[config.mk]
export PLATFORM = sky130hd
export DESIGN_NAME = if_fetch_unit
export DESIGN_NICKNAME = d
export VERILOG_FILES = /design/src/rtl/if_fetch_unit.sv
export SDC_FILE = /design/constraint.sdc
export NUM_CORES = 1
export LEC_CHECK = 0
export BUFFER_PORTS_ARGS = -buffer_cell sky130_fd_sc_hd__buf_2
export CORE_ASPECT_RATIO = 0.7
export CORE_MARGIN = 5
export CORE_UTILIZATION = 35
export CTS_CLUSTER_DIAMETER = 200
export CTS_CLUSTER_SIZE = 8
export DETAILED_ROUTE_END_ITERATION = 16
export SLEW_MARGIN = 20
export SYNTH_ARGS = -nofsm -noshare
export SYNTH_HDL_FRONTEND = slang
export SYNTH_SLANG_ARGS = --single-unit
[constraint.sdc]
create_clock -name clk_i -period 2.14 [get_ports clk_i]
set_input_delay 0.428 -clock clk_i [delete_from_list [all_inputs] [get_ports clk_i]]
set_output_delay 0.428 -clock clk_i [all_outputs]
set_load 0.005 [all_outputs]
[src/rtl/if_fetch_unit.sv]
// if_fetch_unit: instruction-fetch stage feeding IF/ID; owns the PC, drives a
// ready-handshaked instruction memory, holds words across stalls and drops redirected fetches.
`default_nettype none

module if_fetch_unit #(
  parameter logic [31:0] RESET_PC = 32'h0000_0000
) (
  input  logic        clk_i,
  input  logic        rst_i,
  input  logic        stall_i,
  input  logic        redirect_i,
  input  logic [31:0] redirect_pc_i,
  output logic        imem_req_o,
  output logic [31:0] imem_addr_o,
  input  logic [31:0] imem_rdata_i,
  input  logic        imem_ready_i,
  output logic [31:0] pc_add4_o,
  output logic [31:0] instruction_o,
  output logic        valid_o
);

  typedef enum logic [1:0] {
    FETCH = 2'd0,
    HOLD  = 2'd1,
    DROP  = 2'd2
  } state_t;

  state_t      state_q, state_d;
  logic [31:0] pc_q, pc_d;
  logic [31:0] addr_q, addr_d;
  logic [31:0] hold_q, hold_d;
  logic [31:0] target;
  logic [31:0] pc_inc;

  assign target = redirect_pc_i & ~32'd3;
  assign pc_inc = pc_q + 32'd4;

  always_ff @(posedge clk_i) begin
    if (rst_i) begin
      state_q <= FETCH;
      pc_q    <= RESET_PC;
      addr_q  <= RESET_PC;
      hold_q  <= 32'd0;
    end else begin
      state_q <= state_d;
      pc_q    <= pc_d;
      addr_q  <= addr_d;
      hold_q  <= hold_d;
    end
  end

  always_comb begin
    state_d       = state_q;
    pc_d          = pc_q;
    addr_d        = addr_q;
    hold_d        = hold_q;
    imem_req_o    = 1'b0;
    imem_addr_o   = pc_q;
    valid_o       = 1'b0;
    instruction_o = 32'd0;
    pc_add4_o     = pc_inc;

    case (state_q)
      FETCH: begin
        imem_req_o    = 1'b1;
        valid_o       = imem_ready_i;
        instruction_o = imem_ready_i ? imem_rdata_i : 32'd0;
        if (redirect_i) begin
          pc_d = target;
          // An unanswered request must still complete before the new fetch starts.
          if (!imem_ready_i) begin
            addr_d  = pc_q;
            state_d = DROP;
          end
        end else if (imem_ready_i) begin
          if (stall_i) begin
            hold_d  = imem_rdata_i;
            state_d = HOLD;
          end else begin
            pc_d = pc_inc;
          end
        end
      end
      HOLD: begin
        valid_o       = 1'b1;
        instruction_o = hold_q;
        if (redirect_i) begin
          pc_d    = target;
          state_d = FETCH;
        end else if (!stall_i) begin
          pc_d    = pc_inc;
          state_d = FETCH;
        end
      end
      DROP: begin
        imem_req_o  = 1'b1;
        imem_addr_o = addr_q;
        if (redirect_i) begin
          pc_d = target;
        end
        if (imem_ready_i) begin
          state_d = FETCH;
        end
      end
      default: begin
        state_d = FETCH;
      end
    endcase

    if (rst_i) begin
      imem_req_o    = 1'b0;
      imem_addr_o   = RESET_PC;
      valid_o       = 1'b0;
      instruction_o = 32'd0;
      pc_add4_o     = RESET_PC + 32'd4;
    end
  end

endmodule

`default_nettype wire

==> impl_metrics.py <==
metrics = {
    "critical_path": {
        "required_time_worst_endpoint_ns": 1.71,
        "r2r_end": "pc_q[12]$_SDFFE_PP0P_",
        "crit_arrival_ns": 1.99,
        "crit_type": "register to output port",
        "r2r_start": "pc_q[2]$_SDFFE_PP0P_",
        "crit_fanout": 5,
        "rr_worst_depth": 11,
        "worst_setup_path_startpoint": "pc_q[9]$_SDFFE_PP0P_",
        "critical_path.startpoint_type": "register",
        "rrSetupSlack_ns": 0.15,
        "timing.critical_path.to": "pc_add4_o[29]",
        "end_kind": "output port",
    },
    "synth": {
        "synth.top_cells.by_area": "sky130_fd_sc_hd__dfxtp_1 (33%), sky130_fd_sc_hd__nand2_1 (14%), sky130_fd_sc_hd__a21oi_1 (9.6%), sky130_fd_sc_hd__nor2_1 (5.6%), sky130_fd_sc_hd__a22oi_1 (5.0%)",
        "postSynthAreaPerCell_um2": 6.818,
        "synth-async-reset-ratio_pct": 0,
        "synthesis.area_um2": 5734,
        "synth_ff_type": "sky130_fd_sc_hd__dfxtp_1",
        "netlist_instances": 841,
        "yosysTopAreaCell": "sky130_fd_sc_hd__dfxtp_1",
        "synth_enable_flop_cells": 0,
        "synth-warning-count": 0,
        "synth_sequential_area_ratio_pct": 32.82,
        "synth_seq_cells": 94,
        "yosysTopAreaCellShare_pct": 32.82,
        "yosys.cell_types.count": 59,
    },
    "global_route": {
        "antenna_found_initial": 0,
        "grt_max_degree": 66,
        "gr-usage-all-layers_pct": 20.79,
        "first_pass_grt_wire_length_um": 31860,
        "total_overflow_reported_by_the_global_router": 0,
        "number_of_global_route_vias_before_repair": 6026,
    },
    "power_and_ir_drop": {
        "cellPowerDensity_nw_per_um2": 550.7,
        "static-leakage-power_uw": 0.003528,
        "power.ir.vdd_worst_v": 0.0003441,
    },
    "clock_network": {
        "htree_levels": 3,
        "numClockSinks": 94,
        "clockRootBuffer": "sky130_fd_sc_hd__clkbuf_16",
        "clkLatencyLatePin_ns": 0.35,
        "max-clock-path-buffers": 2,
        "clk_pin_slew_ns": 0.07,
        "cts_tree": "yes",
        "numCtsBuffers": 9,
    },
    "routing": {
        "post-route-drc-count": 0,
        "detailed_routing_iteration_count_for_the_pre_antenna_repair_pass": 7,
        "totalWireLength_um": 20650,
        "routed-via-count": 6600,
        "wire_per_inst_um": 16.15,
        "detail_route.iter0.violations": 557,
        "ant_nets": 0,
        "detail_route.vias_per_cell": 5.160,
    },
    "floorplan": {
        "floorplan.initialDensity_pct": 35.40,
        "die_x_um": 163.0,
        "die_height_um": 117.1,
        "placeableCoreArea_um2": 16200,
        "num_io_pins": 167,
        "total_die_area_um2": 19080,
        "fp-row-count": 39,
    },
    "sta": {
        "fin_worst_skew_ns": 0.006046,
        "hold_violations": 0,
        "minimum_clock_period_ns": 2.420,
        "final.period_utilization_pct": 113.1,
        "setup_viol": 24,
        "rsz0062_at_grt": "yes",
        "totalNegativeSetupSlack_ns": -4.453,
        "final_critical_path_setup_slack_ns": -0.2800,
        "final_max_slew_violation_count": 0,
        "timing.fmax_mhz": 413.2,
    },
    "place": {
        "place.detailed.hpwl_um": 13740,
        "detailedPlace.worstSlack_ns": 0.01865,
        "number_of_i_o_port_buffers": 160,
        "gp_congestion": 0.8520,
    },
    "final_layout": {
        "post_route_cells_drive_above_1_share_pct": 36.91,
        "net_total_in_the_final_layout": 1121,
        "filler_cell_count": 1582,
        "most_frequent_standard_cell_in_the_layout_excluding_fill_and_tap_cells": "sky130_fd_sc_hd__nand2_1",
        "syn_to_final_growth_pct": 47.39,
        "layout.cells.most_common_list": "sky130_fd_sc_hd__nand2_1 (209), sky130_fd_sc_hd__buf_2 (159), sky130_fd_sc_hd__a21oi_1 (110), sky130_fd_sc_hd__buf_4 (95)",
        "antenna_fix_cells": 0,
    },
    "worst_hold_path": {
        "worst_hold_depth": 3,
        "hold_class": "input port to register",
    },
    "flow_run": {
        "number_of_max_cap_violations": 0,
    },
    "run_status": {
        "violations": "negative setup slack",
        "status": "finished with violations",
    },
}
-- logic make-up (layout without fill, tap and decap cells) --
logic type / Yosys count / in the layout / share of synthesized area, %
AO/OA/AOI/OAI: 213 / 213 / 22.41
XOR/XNOR: 26 / 26 / 3.971
adder cells (fa/ha/maj): 1 / 1 / 0.2182
buffers and inverters: 100 / 310 / 7.899
flip-flops: 94 / 94 / 32.82
multiplexers: 4 / 4 / 0.7201
other: 1 / 4 / 0.06540
AND/OR/NAND/NOR: 402 / 402 / 31.90
-- worst min path at each step --
stage / startpoint / to
after global placement: hold_q[10]$_SDFFE_PP0P_ / hold_q[10]$_SDFFE_PP0P_
after floorplan: addr_q[10]$_SDFFE_PP0P_ / addr_q[10]$_SDFFE_PP0P_
after CTS: imem_rdata_i[8] / hold_q[8]$_SDFFE_PP0P_
after global routing: imem_rdata_i[8] / hold_q[8]$_SDFFE_PP0P_
after detailed placement: addr_q[11]$_SDFFE_PP0P_ / addr_q[11]$_SDFFE_PP0P_
final: imem_rdata_i[25] / hold_q[25]$_SDFFE_PP0P_
-- flip-flops by register name, indices dropped and copies added, names as in the netlist --
signal / flops
hold_q: 32
pc_q: 30
addr_q: 30
state_q: 2
-- area by class of cell --
class | count | area, um^2 | share of cell area [%]
multi-input combinational | 650 | 3841 | 45.45
timing repair buffer | 290 | 2087 | 24.69
sequential | 94 | 1908 | 22.58
tap | 225 | 281.5 | 3.331
clock buffer | 10 | 239.0 | 2.828
clock inverter | 4 | 72.57 | 0.8586
inverter | 6 | 22.52 | 0.2665
-- through the flow --
stage	std cells	utilization [%]	total power, uW	hold slack (ns)	instance area [um^2]
after global routing	1279	52.17	4888	0.3142	8452
after CTS	1260	49.68	4635	0.3056	8048
after floorplan	844	-	2436	0.4366	5746
final	1279	52.17	4655	0.3203	8452
after global placement	1214	44.12	2833	0.4429	7148
after detailed placement	1214	44.12	2839	0.4470	7148
-- per-layer routing --
metal	routed length, um	part of all wire, %	GRT usage (%)
met4	212	1.0	5.475
met2	9051	44	31.05
met1	9971	48	30.52
met5	0	0	0
met3	1417	6.9	4.480
-- what timing repair did --
item,CTS,global route
setup buffers,30,19
cloned,3,2
endpoints found under the setup margin,61,67
hold buffers,0,0
pin swaps,24,41
gates resized for setup,75,49
-- synth_stat cells, drive strengths merged (4+ instances only) --
| master | n |
|---|---|
| nand2 | 211 |
| a21oi | 110 |
| dfxtp | 94 |
| nor2 | 86 |
| clkbuf | 64 |
| a22oi | 38 |
| buf | 30 |
| nand3 | 29 |
| o21ai | 24 |
| xor2 | 15 |
| nand4 | 14 |
| a31oi | 13 |
| nor3 | 12 |
| xnor2 | 11 |
| and3 | 10 |
| nand2b | 7 |
| nor4 | 6 |
| inv | 5 |
| or3 | 5 |
| and2 | 4 |
| and4 | 4 |
| o31ai | 4 |
-- where the power goes --
part / switching, uW / total, uW / internal (uW)
registers: 66.8 / 1900 / 1830
logic: 575 / 1020 / 448
clock network: 695 / 1740 / 1040
total: 1340 / 4650 / 3320
-- worst max-delay path: stages (launching register included) --
cell                      delay (ns)
sky130_fd_sc_hd__dfxtp_2        0.36
sky130_fd_sc_hd__nand4_4        0.14
sky130_fd_sc_hd__nor4_4         0.23
sky130_fd_sc_hd__buf_4          0.18
sky130_fd_sc_hd__buf_12         0.11
sky130_fd_sc_hd__nand4_1        0.17
sky130_fd_sc_hd__xor2_1         0.23
sky130_fd_sc_hd__nor2_1         0.09
sky130_fd_sc_hd__buf_2          0.12
Power figures use the tool's default switching activity.
